==> config.mk <==
export PLATFORM = sky130hd
export DESIGN_NAME = uart_rx
export DESIGN_NICKNAME = d
export VERILOG_FILES = /design/src/rtl/uart_pkg.sv /design/src/rtl/uart_rx_tick.sv /design/src/rtl/uart_rx.sv
export SDC_FILE = /design/constraint.sdc
export NUM_CORES = 1
export LEC_CHECK = 0
export BUFFER_PORTS_ARGS = -buffer_cell sky130_fd_sc_hd__clkbuf_2
export CAP_MARGIN = 20
export CORE_ASPECT_RATIO = 0.8
export CORE_UTILIZATION = 55
export DETAILED_ROUTE_END_ITERATION = 8
export GPL_TIMING_DRIVEN = 0
export MAX_ROUTING_LAYER = met4
export PLACE_DENSITY = 0.81
export SLEW_MARGIN = 10
export SYNTH_ARGS = -nofsm -noshare
export SYNTH_HDL_FRONTEND = slang
export SYNTH_HIERARCHICAL = 1
export SYNTH_SLANG_ARGS = --single-unit
==> constraint.sdc <==
create_clock -name RST_clk -period 2.18 [get_ports RST_clk]
set_input_delay 0.327 -clock RST_clk [delete_from_list [all_inputs] [get_ports RST_clk]]
set_output_delay 0.327 -clock RST_clk [all_outputs]
set_load 0.02 [all_outputs]
==> src/rtl/uart_pkg.sv <==
// Shared UART definitions: receiver FSM encoding, line-level framing constants
// and the baud divider calculation used by both receiver and transmitter.
package uart_pkg;

    typedef enum logic [2:0] {
        ST_IDLE      = 3'd0,
        ST_START     = 3'd1,
        ST_DATA      = 3'd2,
        ST_STOP      = 3'd3,
        ST_WAIT_HIGH = 3'd4
    } rx_state_e;

    localparam logic START_BIT = 1'b0;
    localparam logic STOP_BIT  = 1'b1;

    // Clock cycles per oversample tick, truncated.
    function automatic int unsigned DIV(input int unsigned clk_freq,
                                        input int unsigned baud,
                                        input int unsigned oversample);
        return clk_freq / (baud * oversample);
    endfunction

    function automatic logic maj3(input logic a, input logic b, input logic c);
        return (a & b) | (a & c) | (b & c);
    endfunction

endpackage

==> src/rtl/uart_rx_tick.sv <==
// Free-running divider emitting a one-cycle tick every DIV_VAL clocks;
// clr restarts the period so the next tick lands DIV_VAL cycles later.
module uart_rx_tick #(
    parameter int unsigned DIV_VAL = 27
) (
    input  logic clk,
    input  logic rst,
    input  logic clr,
    output logic tick
);

    localparam int CW = (DIV_VAL > 1) ? $clog2(DIV_VAL) : 1;
    localparam logic [CW-1:0] CNT_LAST = CW'(DIV_VAL - 1);

    logic [CW-1:0] cnt_q;
    logic [CW-1:0] cnt_d;

    // Next count: clear on request or at end of period.
    always_comb begin
        cnt_d = cnt_q;
        if (clr) begin
            cnt_d = '0;
        end else if (cnt_q == CNT_LAST) begin
            cnt_d = '0;
        end else begin
            cnt_d = cnt_q + CW'(1);
        end
    end

    // Counter register.
    always_ff @(posedge clk) begin
        if (rst) begin
            cnt_q <= '0;
        end else begin
            cnt_q <= cnt_d;
        end
    end

    assign tick = (cnt_q == CNT_LAST) && !clr;

endmodule

==> src/rtl/uart_rx.sv <==
// 8N1-style UART receiver: 2-flop synchronizer, 16x oversampling with a
// 3-sample majority vote per bit, start/stop validation and strobed outputs.
module uart_rx
    import uart_pkg::*;
#(
    parameter int unsigned CLK_FREQ   = 50_000_000,
    parameter int unsigned BAUD       = 115200,
    parameter int unsigned OVERSAMPLE = 16,
    parameter int unsigned DATA_BITS  = 8
) (
    input  logic                 RST_clk,
    input  logic                 RST,
    input  logic                 uart_rx_data,
    output logic [DATA_BITS-1:0] rx_data,
    output logic                 rx_valid,
    output logic                 rx_frame_err,
    output logic                 uart_busy
);

    localparam int unsigned TICK_DIV = DIV(CLK_FREQ, BAUD, OVERSAMPLE);
    localparam int SW = $clog2(OVERSAMPLE);
    localparam int BW = $clog2(DATA_BITS + 1);
    localparam logic [SW-1:0] S_LO   = SW'(OVERSAMPLE / 2 - 1);
    localparam logic [SW-1:0] S_MID  = SW'(OVERSAMPLE / 2);
    localparam logic [SW-1:0] S_HI   = SW'(OVERSAMPLE / 2 + 1);
    localparam logic [SW-1:0] S_LAST = SW'(OVERSAMPLE - 1);
    localparam logic [BW-1:0] B_LAST = BW'(DATA_BITS - 1);

    rx_state_e            state_q, state_d;
    logic [1:0]           sync_q, sync_d;
    logic [SW-1:0]        samp_q, samp_d;
    logic [BW-1:0]        bit_q, bit_d;
    logic                 smp_lo_q, smp_lo_d;
    logic                 smp_mid_q, smp_mid_d;
    logic [DATA_BITS-1:0] shift_q, shift_d;
    logic [DATA_BITS-1:0] data_q, data_d;
    logic                 valid_q, valid_d;
    logic                 ferr_q, ferr_d;
    logic                 busy_q, busy_d;
    logic                 rx_s;
    logic                 vote_s;
    logic                 tick_s;
    logic                 clr_s;

    assign rx_s   = sync_q[1];
    assign vote_s = maj3(smp_lo_q, smp_mid_q, rx_s);

    uart_rx_tick #(
        .DIV_VAL (TICK_DIV)
    ) u_tick (
        .clk  (RST_clk),
        .rst  (RST),
        .clr  (clr_s),
        .tick (tick_s)
    );

    // State and datapath registers; reset abandons any frame in flight.
    always_ff @(posedge RST_clk) begin
        if (RST) begin
            state_q   <= ST_IDLE;
            sync_q    <= 2'b11;
            samp_q    <= '0;
            bit_q     <= '0;
            smp_lo_q  <= 1'b1;
            smp_mid_q <= 1'b1;
            shift_q   <= '0;
            data_q    <= '0;
            valid_q   <= 1'b0;
            ferr_q    <= 1'b0;
            busy_q    <= 1'b0;
        end else begin
            state_q   <= state_d;
            sync_q    <= sync_d;
            samp_q    <= samp_d;
            bit_q     <= bit_d;
            smp_lo_q  <= smp_lo_d;
            smp_mid_q <= smp_mid_d;
            shift_q   <= shift_d;
            data_q    <= data_d;
            valid_q   <= valid_d;
            ferr_q    <= ferr_d;
            busy_q    <= busy_d;
        end
    end

    // Next-state logic; decisions are taken on the tick that carries sample OS/2+1.
    always_comb begin
        state_d = state_q;
        case (state_q)
            ST_IDLE: begin
                if (rx_s == START_BIT) state_d = ST_START;
                else                   state_d = ST_IDLE;
            end
            ST_START: begin
                if (tick_s && (samp_q == S_HI) && (vote_s != START_BIT)) state_d = ST_IDLE;
                else if (tick_s && (samp_q == S_LAST))                    state_d = ST_DATA;
                else                                                      state_d = ST_START;
            end
            ST_DATA: begin
                if (tick_s && (samp_q == S_LAST) && (bit_q == B_LAST)) state_d = ST_STOP;
                else                                                   state_d = ST_DATA;
            end
            ST_STOP: begin
                if (tick_s && (samp_q == S_HI)) begin
                    state_d = (vote_s == STOP_BIT) ? ST_IDLE : ST_WAIT_HIGH;
                end else begin
                    state_d = ST_STOP;
                end
            end
            ST_WAIT_HIGH: begin
                if (rx_s == STOP_BIT) state_d = ST_IDLE;
                else                  state_d = ST_WAIT_HIGH;
            end
            default: state_d = ST_IDLE;
        endcase
    end

    // Datapath and strobes; busy follows the next state so it is low in the strobe cycle.
    always_comb begin
        sync_d    = {sync_q[0], uart_rx_data};
        samp_d    = samp_q;
        bit_d     = bit_q;
        smp_lo_d  = smp_lo_q;
        smp_mid_d = smp_mid_q;
        shift_d   = shift_q;
        data_d    = data_q;
        valid_d   = 1'b0;
        ferr_d    = 1'b0;
        clr_s     = 1'b0;
        busy_d    = (state_d != ST_IDLE);
        case (state_q)
            ST_IDLE, ST_WAIT_HIGH: begin
                samp_d = '0;
                bit_d  = '0;
                clr_s  = (state_q == ST_IDLE) && (rx_s == START_BIT);
            end
            ST_START, ST_DATA, ST_STOP: begin
                if (tick_s) begin
                    samp_d = (samp_q == S_LAST) ? '0 : samp_q + SW'(1);
                    if (samp_q == S_LO)  smp_lo_d  = rx_s;
                    else                 smp_lo_d  = smp_lo_q;
                    if (samp_q == S_MID) smp_mid_d = rx_s;
                    else                 smp_mid_d = smp_mid_q;
                    if ((state_q == ST_DATA) && (samp_q == S_HI)) begin
                        shift_d = {vote_s, shift_q[DATA_BITS-1:1]};
                    end else begin
                        shift_d = shift_q;
                    end
                    if ((state_q == ST_DATA) && (samp_q == S_LAST)) bit_d = bit_q + BW'(1);
                    else                                           bit_d = bit_q;
                    if ((state_q == ST_STOP) && (samp_q == S_HI)) begin
                        valid_d = (vote_s == STOP_BIT);
                        ferr_d  = (vote_s != STOP_BIT);
                        data_d  = (vote_s == STOP_BIT) ? shift_q : data_q;
                    end else begin
                        valid_d = 1'b0;
                        ferr_d  = 1'b0;
                        data_d  = data_q;
                    end
                end else begin
                    samp_d = samp_q;
                end
            end
            default: begin
                samp_d = '0;
                bit_d  = '0;
            end
        endcase
    end

    assign rx_data      = data_q;
    assign rx_valid     = valid_q;
    assign rx_frame_err = ferr_q;
    assign uart_busy    = busy_q;

endmodule
After elaboration in Yosys (flattened, before gate mapping)
Index checks and enable logic that the tools add are counted.

operators by class
  eq/ne operators = 10
  mux-type cells = 10
  div/mod/pow operators = 0
  bitwise gates (word level) = 10
  $mul = 0
  shift-type cells = 0
  reductions and logical operators = 22
  magnitude comparators = 0
  add/subtract/negate cells = 3

operators with widths
  operator             count
  $pmux 3 s5           1
  $eq 4x4->1 const B   3
  $logic_and 1x1->1    9
  $mux 3               3
  $reduce_and 3->1     3
  $add 4x1->4 const B  2
  $eq 4x3->1 const B   2
  $eq 3x2->1 const B   2
  $reduce_or 3->1      2
  $add 5x1->5 const B  1
  $eq 5x5->1 const B   1
  $not 1->1            5
  $mux 2               2
  $mux 4               1
  $reduce_and 4->1     1
  $reduce_or 2->1      2
  $reduce_or 4->1      1
  $and 1x1->1          3
  $eq 3x1->1 const B   1
  $eq 3x3->1 const B   1
  $logic_not 3->1      1
  $mux 1               3
  $reduce_bool 3->1    1
  $or 1x1->1           2
  other kinds (2)      2

word-level totals
  bits in registers = 39
  RAM bits = 0
  bits in read-only memories = 0
  bits in latches = 0
  memories = 0
  logic and storage cells = 67
  output and inout bits = 11
  input bits = 3

Logic depth before layout (Yosys ltp)
Gate-level depths: netlist of run 1.

  depth in word-level cells = 10
  mapped depth = 11
  depth with buffers taken out = 8

By module
Netlist of run 1, hierarchy kept.

modules (own cells, without submodules)
  module        times used  area an instance (um^2)  cells an instance
  uart_rx       1           1,441.4                  150
  uart_rx_tick  1           206.4                    22

Worst setup path after synthesis of run 1
No wires, ideal clock.

  path type = reg-to-reg
  start point = register state_q[1]
  end point = register data_q[0] (netlist: rx_data[0])
  arrival time = 1.771 ns
  setup slack = 0.282 ns
  data required time = 2.052 ns
  clock period less this slack = 1.898 ns
  path buffers = 3
  cell stages (with the launch flop) = 10
  path through = dfxtp_1 nor4_1 nor2_1 buf_4 and4b_4 buf_6 nand4b_2 buf_6 mux2i_1 nor2_1

on the way
  cells in the longest elaborated chain, start to end = 6

RTL lines
  item                                                  line                            text
  start: declaration                                    uart_rx.sv:29                   rx_state_e state_q, state_d;
  start signal: assignment                              uart_rx.sv:72                   state_q <= state_d;
  $eq 3x3->1 or $logic_not 3->1 (tied branches)         uart_rx.sv:131, uart_rx.sv:135
  $reduce_or 2->1 or $logic_and 1x1->1 (tied branches)  uart_rx.sv:131, uart_rx.sv:135
  $mux 1 *                                              uart_rx.sv:131                  case (state_q)
  net clr_s                                             uart_rx.sv:43                   logic clr_s;
  $logic_not 1->1 *                                     uart_rx_tick.sv:39              assign tick = (cnt_q == CNT_LAST) && !clr;
  $logic_and 1x1->1 *                                   uart_rx_tick.sv:39
  net tick_s                                            uart_rx.sv:42                   logic tick_s;
  $reduce_and 4->1 (no source line) *                   --
  end signal: assignment                                uart_rx.sv:79                   data_q <= data_d;
  end: declaration                                      uart_rx.sv:36                   logic [DATA_BITS-1:0] data_q, data_d;

Mark *: on every way through the listed nets, which the timed path passes. The rest lies on a longest branch.
A chain may end at the register's enable or synchronous reset.

Worst setup path in the final report of run 1
  start point = register u_tick.cnt_q[0]
  end point = register data_q[5] (netlist: rx_data[5])

on the way
  cells in the longest elaborated chain, start to end = 3

RTL lines
  item                               line                text
  start: declaration                 uart_rx_tick.sv:15  logic [CW-1:0] cnt_q;
  start signal: assignment           uart_rx_tick.sv:35  cnt_q <= cnt_d;
  $eq 5x5->1                         uart_rx_tick.sv:39
  $logic_and 1x1->1                  uart_rx_tick.sv:39
  net tick_s                         uart_rx.sv:42
  $reduce_and 4->1 (no source line)  --

The timed path passes the listed nets, and every way through them passes these cells.

==> results, run 1 <==
- The placer congestion estimate is 0.838.
- The maximum frequency from static timing analysis is 0.490 GHz.
- After detailed placement, the total cell area comes to 1760 um2.
- The final critical-path setup slack is 139 ps.
- The total leakage power is 0.800 nW.
- The number of antenna violations at the first check in global routing is 0.
- In this run the remaining antenna-violating nets after routing total 0.
- The longest clock path from root to sink contains 2 buffers.
- The cell chosen for the clock root is sky130_fd_sc_hd__clkbuf_8.
- Synthesis produced a netlist with a net count of 181.
- The via count of the first global-routing pass was 1080.
- The share of final-layout standard cells stronger than drive strength 1 is 0.218.
- The post-route clock period utilization is 0.936.
- Across every metal layer, demand over resource in global routing totals 0.204.
- The number of vias per cell is 5.29.
- The category of the critical setup timing path is register to register.
- The distinct cell type count of the synthesized netlist is 43.
- Relative to the synthesized area, the layout overhead comes to 16.3%.
- For this run, the share of the core covered by cells in the final layout is 0.683.
- 14 I/O pins were placed.
- The number of flip-flops and latches in the synthesized netlist is 39.
- TritonCTS built the clock tree.
- The actual transition at the worst max-transition pin is 466 ps.
- Headroom to the max-slew limit came out at 0.689.
- The later pin in the worst-skew pair is clocked with a latency of 290 ps.
- The number of hold-slack violations in the final timing report is 0.
- Yosys mapped a number of flops with a built-in enable equal to 0.
- Setup violations remaining at the end of the flow were counted as 0.
- The number of sinks on the clock net is 39.
- The post-synthesis instance total is 172.
- Setup total negative slack on the finished layout was measured at 0 ps.
- The number of rows created at floorplan is 17.
- The number of warnings printed during yosys synthesis is 6.
- The cell area after layout is 1920 um2.
- The detailed-placement wirelength estimate is 2.07 mm.
- The proportion of synthesized chip area in sequential cells is 0.474.
- The initial utilization of the core area, before any placement, comes to 0.587.
- The min-delay analysis places its worst path in the category input pin to register.
- The combined area of all synthesized cells is 1650 um2.
- After clock tree synthesis, the clock-pin slew on the worst setup and hold paths is 70 ps.
- Entering global routing, the biggest net connects 14 pins.
- Averaged over all synthesized cells, the footprint is 9.58 um2.
- The number of violations of the max-capacitance limit is 0.
- 0 antenna diodes ended up in the layout.
- The top-area cell type share of the netlist area is 0.474.
- The minimum clock period is 2040 ps.
- The die covers 3220 um2.
- The first routing iteration left 50 violations.
- The worst IR drop on VDD is 0.398 mV.
- The hold-fix buffer count after cts is 0.
- The floorplan step set the die width to 63.2 um.
- The library cell used most frequently in the layout, excluding fill and tap cells, is sky130_fd_sc_hd__dfxtp_1.
- The die extent in y is 51.0 um.
- The arrival time of data at the critical path endpoint is 2200 ps.
- The detailed router placed 1243 vias in this run.
- The library cells used most frequently in the layout, excluding fill and tap cells, are 38 x sky130_fd_sc_hd__dfxtp_1, 24 x sky130_fd_sc_hd__nor2_1, 14 x sky130_fd_sc_hd__nand3_1.
- After detailed routing, the number of remaining DRC violations is 0.
- Of all nets on the critical path, the largest fanout is 10.
- Counting the buffers created by CTS gives 5.
- The fraction of registers with async set or reset after synthesis is 0.
- The number of buffer cells added on primary ports is 13.
- The final layout contains 205 nets.
- The first detailed-routing pass took 4 iterations.
- The H-tree level count is 2.
- The flow ran to the end, and the final reports show no timing, DRC or antenna violations.
- The total area inside the core boundary comes to 2810 um2.
- Data on the critical path is required at its endpoint by 2340 ps.
- The ratio of total power to cell area is 707 nW/um2.
- The clock arrives with 6.16 ps of skew.
- For flop-to-flop paths, the worst setup slack is 140 ps.
- At the placement stage, the worst setup path has a slack of 69.4 ps.
- In the synthesized netlist the dominant register cell turns out to be sky130_fd_sc_hd__dfxtp_1.
- The wire length of the first global-routing pass is 4.88 mm.
- In the final routed layout, each cell accounts on average for 12.5 um.
- Summed over all layers, the routed wires come to 2.94 mm.
- sky130_fd_sc_hd__dfxtp_1 takes more of the synthesized area than any other cell.
- In the post-synthesis netlist, the biggest area contributors are sky130_fd_sc_hd__dfxtp_1 47%, sky130_fd_sc_hd__mux2i_1 6.1%, sky130_fd_sc_hd__nor2_1 5.7%, sky130_fd_sc_hd__ha_1 4.6%, sky130_fd_sc_hd__nand3_1 4.3%.
- The startpoint kind of the worst setup timing path is a register.
- The nature of the critical path endpoint is a register.
- Setup repair after global routing left no endpoint under its margin.
- The count of pins over their slew limit was 0.
- The global route total overflow is 0.
-- cell usage after synthesis (3+ instances only) --
| master | count |
|---|---|
| sky130_fd_sc_hd__dfxtp_1 | 39 |
| sky130_fd_sc_hd__mux2i_1 | 10 |
| sky130_fd_sc_hd__nand2_1 | 12 |
| sky130_fd_sc_hd__a21oi_1 | 11 |
| sky130_fd_sc_hd__nand3_1 | 14 |
| sky130_fd_sc_hd__xnor2_1 | 4 |
| sky130_fd_sc_hd__or2_2 | 3 |
| sky130_fd_sc_hd__xor2_1 | 4 |
| sky130_fd_sc_hd__nor4_1 | 3 |
| sky130_fd_sc_hd__ha_1 | 6 |
| sky130_fd_sc_hd__inv_1 | 3 |
| sky130_fd_sc_hd__nor2_1 | 25 |
| sky130_fd_sc_hd__clkbuf_1 | 4 |
-- logic make-up after synthesis --
kind of cell	synth area share
buf+inv	0.0402
simple gates	0.247
mux	0.0607
flops	0.474
fa+ha+maj	0.0516
xor+xnor	0.0425
compound gates	0.0843
-- metrics by stage --
step / total power [mW] / hold WS, ps / instances
after global placement: 0.778 / 394 / 223
final: 1.36 / 220 / 235
after CTS: 1.37 / 220 / 231
after floorplan: 0.769 / 389 / 172
after detailed placement: 0.780 / 398 / 223
after global routing: 1.41 / 228 / 235
-- layout make-up --
| cell class | count | area, um2 |
|---|---|---|
| Clock inverter | 3 | 43.8 |
| Multi-Input combinational cell | 121 | 810 |
| Fill cell | 231 | 891 |
| Tap cell | 38 | 47.5 |
| Sequential cell | 39 | 782 |
| Inverter | 3 | 11.3 |
| Buffer | 9 | 58.8 |
| Timing Repair Buffer | 17 | 95.1 |
| Clock buffer | 5 | 68.8 |
-- timing repair --
action | CTS | global route
gates resized for setup | 0 | 4
endpoints found under the setup margin | 0 | 12
buffers inserted | 0 | 4
-- where the power goes --
part | internal, mW | total (mW) | switching [mW]
sequential | 0.721 | 0.729 | 0.00773
clock | 0.341 | 0.591 | 0.251
combinational | 0.0135 | 0.0364 | 0.0228
-- state kept, by name, summed over array words and instances (netlist names) --
signal and cells:
rx_data 8, shift_q 8, u_tick/cnt_q 5, bit_q 4, samp_q 4, state_q 3, sync_q 2, rx_frame_err 1
rx_valid 1, smp_lo_q 1, smp_mid_q 1, uart_busy 1
-- per-layer routing --
metal / wire length (um) / up-vias / track usage
met3: 126 / 5 / 0.0469
met1: 1500 / 566 / 0.260
met5: 0 / - / -
li1: - / 645 / -
met4: 38 / 0 / 0.0909
met2: 1270 / 27 / 0.312
-- worst max-delay path, cell delays in order, from the launching register on --
cell                       delay, ps
sky130_fd_sc_hd__dfxtp_2         340
sky130_fd_sc_hd__inv_1            50
sky130_fd_sc_hd__ha_1            140
sky130_fd_sc_hd__nand4b_1        160
sky130_fd_sc_hd__nor2_2          180
sky130_fd_sc_hd__buf_6           140
sky130_fd_sc_hd__and4b_4         270
sky130_fd_sc_hd__buf_6           140
sky130_fd_sc_hd__nand4b_2        110
sky130_fd_sc_hd__buf_6           170
sky130_fd_sc_hd__mux2i_1         160
sky130_fd_sc_hd__nor2_1           60
-- path summary, 6_finish.rpt --
path,end,startpoint,depth (start not counted)
worst max register to register,rx_data[5]$_SDFFE_PP0P_,u_tick/cnt_q[0]$_SDFF_PP0_,11
worst max-delay path,rx_data[5]$_SDFFE_PP0P_,u_tick/cnt_q[0]$_SDFF_PP0_,11
worst min register to register,sync_q[1]$_SDFF_PP1_,sync_q[0]$_SDFF_PP1_,1
worst min-delay path,sync_q[0]$_SDFF_PP1_,uart_rx_data,2
No activity file was read; power rests on OpenSTA's default activity.
==> run 2: changes to the inputs <==
--- a/config.mk
+++ b/config.mk
@@ -12,7 +12,7 @@
 export DETAILED_ROUTE_END_ITERATION = 8
 export GPL_TIMING_DRIVEN = 0
 export MAX_ROUTING_LAYER = met4
-export PLACE_DENSITY = 0.81
+export PLACE_DENSITY = 0.76
 export SLEW_MARGIN = 10
 export SYNTH_ARGS = -nofsm -noshare
 export SYNTH_HDL_FRONTEND = slang
==> run 2 against run 1 <==
Compared with the run above:
- worst hold slack improved by 6.9 ps
- fmax decreased by 2.4%
- largest cell class unchanged
- first-iteration DRC count increased by 14%
- clock skew decreased by 0.87 ps
- critical path depth unchanged
- design area increased by 0.20%
==> results, run 2 (synthesis gave the netlist of run 1 again) <==
- The placer congestion estimate was 0.839 (about the same).
- The area taken by flip-flops and latches is 782 um2 (unchanged).
- The share of final-layout standard cells stronger than drive strength 1 came to 0.213 (-0.00508).
- The first-iteration detailed-routing DRC count is 57 (+14%).
- The worst IR drop on VDD was 0.367 mV (-7.9%).
- The sum of negative setup slack is 0 ps (unchanged).
- The post-route clock period utilization came to 0.960 (+0.0234).
- The number of rows created at floorplan is 17 (unchanged).
- The maximum number of pins on one net before global-route repair is 13 (-1).
- The number of sinks on the clock net was 39 (unchanged).
- The proportion of power drawn by combinational gates was 0.029 (+0.002).
- The number of antenna violations at the first check in global routing is 0 (unchanged).
- The multi-input gate area in the final layout is 820 um2 (+1.2%).
- The detailed-placement wirelength estimate is 2.13 mm (+2.9%).
- The total CTS buffers is 5 (unchanged).
- The worst max-slew margin expressed relative to the limit came to 0.671 (-0.0183).
- The via count of the first global-routing pass is 1129 (+4.5%).
- The cell area after layout is 1920 um2 (+0.20%).
- The number of hold-slack violations in the final timing report came to 0 (unchanged).
- The fraction of the core area covered by cells at the end of the flow is 0.684 (+0.00134).
- The detailed-routing iteration count for the pre-antenna-repair pass is 4 (unchanged).
- The remaining routing DRC violations is 0 (unchanged).
- The H-tree level count is 2 (unchanged).
- The worst clock skew is 5.29 ps (-0.874 ps).
- The required time of the critical path came to 2350 ps (about the same).
- The net count of the finished layout is 205 (unchanged).
- The switching component of the power came to 280 uW (-0.54%).
- The wire length of the first global-routing pass is 5.04 mm (+3.3%).
- The cell-internal power is 958 uW (-11%).
- The global route total overflow was 0 (unchanged).
- In the layout the commonest cells are 38 x sky130_fd_sc_hd__dfxtp_1, 25 x sky130_fd_sc_hd__nor2_1, 14 x sky130_fd_sc_hd__nand3_1.
- The minimum clock period is 2090 ps (+51.0 ps).
- The global router's overall resource usage is 0.212 (+0.00826).
- The worst hold margin is 227 ps (+6.88 ps).
- The maximum single-stage delay on the critical path came to 340 ps (about the same).
- The clock share of power came to 0.382 (-0.054).
- The placed cell area is 1760 um2 (unchanged).
- The count of inserted antenna diode cells is 0 (unchanged).
- The die footprint is 3220 um2 (unchanged).
- The ratio of total power to cell area is 644 nW/um2 (-8.9%).
- The horizontal die dimension is 63.2 um (unchanged).
- The post-detailed-route wirelength per cell is 13.5 um (+8.2%).
- The portion of total power attributed to sequential cells is 0.589 (+0.052).
- The routed wire length is 3.18 mm (+8.2%).
- The buffer levels on the longest clock path is 2 (unchanged).
- The startpoint kind of the worst setup timing path is a register.
- The arrival time of data at the critical path endpoint is 2260 ps (+60 ps).
- The number of violations of the max-capacitance limit is 0 (unchanged).
- The tree is rooted in a sky130_fd_sc_hd__clkbuf_8.
- The library cell contributing the largest single delay on the critical path is sky130_fd_sc_hd__dfxtp_1.
- The actual transition at the worst max-transition pin is 494 ps (+27.5 ps).
- The layout-stage area growth over the synthesis result is 16.6%.
- The filler cell count is 235 (+1.7%).
- The standard cell core area is 2810 um2 (unchanged).
- The CTS tree is built.
- The count of pins on the block boundary is 14 (unchanged).
- The source-to-sink clock delay at the later pin of the worst-skew pair is 290 ps (about the same).
- The proportion of total power due to net switching is 0.226 (+0.0186).
- The total number of vias is 1277 (+2.7%).
- The number of vias per cell is 5.43 (+2.7%).
- The power consumption is 1.24 mW (-8.7%).
- The post-detailed-route count of antenna-violating nets came to 0 (unchanged).
- The total of endpoints with negative setup slack in the final report is 0 (unchanged).
- The path category of the worst min-delay check is input pin to register.
- The die extent in y is 51.0 um (unchanged).
- The maximum frequency from static timing analysis is 0.478 GHz (-2.4%).
- The library cell used most frequently in the layout, excluding fill and tap cells, is sky130_fd_sc_hd__dfxtp_1.
- The initial core utilization is 0.587 (unchanged).
- The category of the critical setup timing path is register to register.
- The clock slew seen by the registers of the worst setup and hold paths is 80 ps (about the same).
- Traced cell by cell, the critical path runs through inv_1, ha_1, nand4b_1, nor2_1, buf_4, and4b_4, buf_8, nand4b_4, buf_8, mux2i_1, nor2_1.
- The number of buffer cells added on primary ports is 13 (unchanged).
- The total leakage power came to 0.817 nW (+2.1%).
- The worst setup path is captured at a register.
- The maximum fanout along the worst path came to 10 (unchanged).
- The run finished with clean final reports.
- The count of pins over their slew limit came to 0 (unchanged).
[run 2: power groups by stage]
stage / Sequential (mW) / Clock (mW) / Combinational [mW]
after floorplan: 0.744 / 0 / 0.0247
final: 0.729 / 0.472 / 0.0359
after global routing: 0.731 / 0.502 / 0.0410
after CTS: 0.728 / 0.477 / 0.0358
after global placement: 0.744 / 0 / 0.0349
after detailed placement: 0.745 / 0 / 0.0356
[run 2: cell type report]
type,instances,area share
Timing Repair Buffer,17,0.0586
Sequential cell,39,0.407
Tap cell,38,0.0248
Buffer,9,0.0326
Multi-Input combinational cell,121,0.427
Inverter,3,0.00586
Clock buffer,6,0.0378
Clock inverter,2,0.00651
[run 2: per-stage QoR]
stage	std cells	setup slack, ps
6_report	235	88.2
5_1_grt	235	-14.5
4_1_cts	231	40.6
3_5_place_dp	223	71.3
3_3_place_gp	223	92.8
2_1_floorplan	172	282
[run 2: worst paths after layout]
| kind | startpoint | endpoint | slack [ps] | cells after the start |
|---|---|---|---|---|
| setup / recovery | u_tick/cnt_q[0]$_SDFF_PP0_ | rx_data[2]$_SDFFE_PP0P_ | 90 | 11 |
| hold / removal | uart_rx_data | sync_q[0]$_SDFF_PP1_ | 230 | 2 |
| setup reg to reg | u_tick/cnt_q[0]$_SDFF_PP0_ | rx_data[2]$_SDFFE_PP0P_ | 90 | 11 |
| hold reg to reg | sync_q[0]$_SDFF_PP1_ | sync_q[1]$_SDFF_PP1_ | 420 | 1 |
[run 2: per-layer routing]
| layer | GRT usage | vias up | routed length, um |
|---|---|---|---|
| met2 | 0.321 | 19 | 1440 |
| met4 | 0.0568 | 0 | 39 |
| met5 | - | - | 0 |
| li1 | - | 645 | - |
| met3 | 0.0759 | 8 | 103 |
| met1 | 0.271 | 605 | 1590 |
[run 2: critical path: cells and delay by family (launching register included)]
family,cells,cell delay (ps)
multiplexers,1,190
AND/OR/NAND/NOR,5,770
flip-flops,1,340
adder cells (fa/ha/maj),1,140
buffers and inverters,4,520
[run 2: what timing repair did]
item,CTS,global route
resized for setup,0,6
buffers inserted,0,3
setup endpoints to repair,0,9
hold endpoints to repair,0,0
hold buffers,0,0
==> run 3: changes to the inputs <==
--- a/config.mk
+++ b/config.mk
@@ -13,6 +13,7 @@
 export GPL_TIMING_DRIVEN = 0
 export MAX_ROUTING_LAYER = met4
 export PLACE_DENSITY = 0.76
+export SETUP_SLACK_MARGIN = 0.3
 export SLEW_MARGIN = 10
 export SYNTH_ARGS = -nofsm -noshare
 export SYNTH_HDL_FRONTEND = slang
==> run 3 against run 2 <==
Compared with the run above:
- global-route usage up 2.9 points
- critical path depth unchanged
- die area unchanged
- power up 12%
- worst hold slack worse by 3.2 ps
- register-to-register slack better by 140 ps
- sequential cell count unchanged
- utilization up 5.2 points
- setup slack better by 140 ps
==> results, run 3 (synthesis gave the netlist of run 1 again) <==
- The standard cell core area is 2810 um2 (unchanged).
- The share of final-layout standard cells stronger than drive strength 1 is 0.311 (+0.0975).
- The source-to-sink clock delay at the later pin of the worst-skew pair is 290 ps (about the same).
- The via count of the first global-routing pass is 1279 (+13%).
- The total CTS buffers is 5 (unchanged).
- The actual transition at the worst max-transition pin is 467 ps (-27.1 ps).
- The number of rows created at floorplan is 17 (unchanged).
- Setup repair after global routing could not meet its margin everywhere.
- The die footprint is 3220 um2 (unchanged).
- The remaining routing DRC violations came to 0 (unchanged).
- TritonCTS built the clock tree.
- The met2 global-route usage came to 0.394 (+0.0735).
- In this run the most used layer during global routing was met2.
- The minimum clock period is 1950 ps (-140 ps).
- The run finished with clean final reports.
- The detailed-placement wirelength estimate came to 2.18 mm (+2.0%).
- In the layout the commonest cells are 36 x sky130_fd_sc_hd__dfxtp_1, 24 x sky130_fd_sc_hd__nor2_1, 13 x sky130_fd_sc_hd__buf_4, 13 x sky130_fd_sc_hd__clkbuf_2, 12 x sky130_fd_sc_hd__nand3_1.
- The power consumption came to 1.38 mW (+12%).
- The number of antenna violations at the first check in global routing came to 0 (unchanged).
- The ratio of total power to cell area is 668 nW/um2 (+3.7%).
- The global router's overall resource usage came to 0.242 (+0.0294).
- The detailed-routing iteration count for the pre-antenna-repair pass is 4 (unchanged).
- The total of endpoints with negative setup slack in the final report was 0 (unchanged).
- The worst IR drop on VDD is 0.546 mV (+49%).
- The wire length of the first global-routing pass is 5.65 mm (+12%).
- The worst clock skew is 8.47 ps (+3.18 ps).
- The number of violations of the max-capacitance limit is 0 (unchanged).
- The horizontal die dimension is 63.2 um (unchanged).
- The initial core utilization came to 0.587 (unchanged).
- The critical path is of the register to register type.
- The total number of vias is 1373 (+7.5%).
- The global routing met3 resource utilization was 0.0603 (-0.0156).
- The routed wire length is 3.47 mm (+9.2%).
- The buffer levels on the longest clock path is 2 (unchanged).
- The maximum number of pins on one net before global-route repair is 14 (+1).
- The maximum fanout along the worst path is 5 (-5).
- The count of pins on the block boundary is 14 (unchanged).
- The clock slew seen by the registers of the worst setup and hold paths is 70 ps (about the same).
- The count of inserted antenna diode cells was 0 (unchanged).
- The number of sinks on the clock net is 39 (unchanged).
- The number of hold-slack violations in the final timing report is 0 (unchanged).
- The number of vias per cell was 5.63 (+3.6%).
- The maximum frequency from static timing analysis is 0.512 GHz (+7.2%).
- The die extent in y was 51.0 um (unchanged).
- The net count of the finished layout is 214 (+4.4%).
- The global route total overflow is 0 (unchanged).
- The placer congestion estimate is 0.870 (+3.7%).
- The number of buffer cells added on primary ports came to 13 (unchanged).
- The arrival time of data at the critical path endpoint came to 2120 ps (-140 ps).
- The post-route clock period utilization is 0.895 (-0.0644).
- The register-to-register setup slack is 230 ps (+140 ps).
- The root buffer cell chosen for the clock tree is sky130_fd_sc_hd__clkbuf_8.
- The startpoint kind of the worst setup timing path is a register.
- The routing usage on met1 is 0.284 (+0.0133).
- Compared with the post-synthesis result, the final layout area differs by 25.4%.
- The path category of the worst min-delay check is input pin to register.
- The count of pins over their slew limit is 0 (unchanged).
- The worst max-slew margin expressed relative to the limit was 0.689 (+0.0180).
- The required time of the critical path is 2340 ps (about the same).
- The nature of the critical path endpoint is a register.
- The post-detailed-route count of antenna-violating nets is 0 (unchanged).
- The H-tree level count is 2 (unchanged).
- The first-iteration detailed-routing DRC count is 48 (-16%).
- The sum of negative setup slack is 0 ps (unchanged).
- The most frequent standard cell in the layout excluding fill and tap cells is sky130_fd_sc_hd__dfxtp_1.
- The hold-fix buffer count after cts came to 0 (unchanged).
- The post-detailed-route wirelength per cell is 14.2 um (+5.2%).
- The total leakage power is 0.916 nW (+12%).
## run 3: cell types whose count changed in the layout (fill, tap and decap cells not counted), moves of 3 or more
| cell | previous run | this run |
|---|---|---|
| sky130_fd_sc_hd__a21oi_1 | 11 | 8 |
| sky130_fd_sc_hd__a21oi_2 | 0 | 3 |
| sky130_fd_sc_hd__buf_6 | 0 | 3 |
| sky130_fd_sc_hd__buf_4 | 4 | 13 |
## run 3: critical path: stages, from the launching register on
cell	delay, ps
sky130_fd_sc_hd__dfxtp_2	330
sky130_fd_sc_hd__inv_2	60
sky130_fd_sc_hd__ha_4	110
sky130_fd_sc_hd__nand4b_1	150
sky130_fd_sc_hd__nor2_1	150
sky130_fd_sc_hd__buf_4	150
sky130_fd_sc_hd__and4b_4	270
sky130_fd_sc_hd__buf_6	110
sky130_fd_sc_hd__nand4b_4	110
sky130_fd_sc_hd__buf_6	170
sky130_fd_sc_hd__mux2i_1	150
sky130_fd_sc_hd__nor2_1	60
## run 3: final timing paths
kind | startpoint | end | cells past startpoint
hold reg to reg | sync_q[0]$_SDFF_PP1_ | sync_q[1]$_SDFF_PP1_ | 1
hold / removal | uart_rx_data | sync_q[0]$_SDFF_PP1_ | 2
setup / recovery | u_tick/cnt_q[0]$_SDFF_PP0_ | rx_data[3]$_SDFFE_PP0P_ | 11
setup reg to reg | u_tick/cnt_q[0]$_SDFF_PP0_ | rx_data[3]$_SDFFE_PP0P_ | 11
## run 3: per-layer routing
| layer | share of wire | vias up |
|---|---|---|
| met1 | 0.45 | 669 |
| met5 | 0 | - |
| li1 | - | 662 |
| met3 | 0.046 | 8 |
| met4 | 0.014 | 0 |
| met2 | 0.49 | 34 |
## run 3: final cells by class
cell class,instances,area [um2]
multi-input cells,121,888
inverters,3,11.3
fillers,204,742
clock buffers,5,68.8
well taps,38,47.5
clock inverters,3,43.8
plain buffers,9,55.1
flip-flops and latches,39,785
repair buffers,26,166
## run 3: what timing repair did
item | in CTS | in global routing
endpoints found under the setup margin | 19 | 23
cloned | 1 | 0
pin swaps | 7 | 11
setup buffers | 10 | 2
resized for setup | 12 | 10
## run 3: stage by stage
| stage | setup slack (ps) | area (um2) | hold slack (ps) | util | std cells |
|---|---|---|---|---|---|
| 6_report | 229 | 2070 | 224 | 0.736 | 244 |
| 4_1_cts | 198 | 2010 | 224 | 0.716 | 242 |
| 2_1_floorplan | 346 | 1650 | 389 | - | 172 |
| 5_1_grt | 82.7 | 2070 | 218 | 0.736 | 244 |
| 3_3_place_gp | 156 | 1770 | 399 | 0.629 | 223 |
| 3_5_place_dp | 62.2 | 1770 | 409 | 0.629 | 223 |
## run 3: power by group
| group | total, mW | switching (mW) | internal [mW] |
|---|---|---|---|
| clock | 0.601 | 0.260 | 0.341 |
| combinational | 0.0494 | 0.0281 | 0.0212 |
| sequential | 0.730 | 0.00906 | 0.721 |
| total | 1.38 | 0.297 | 1.08 |
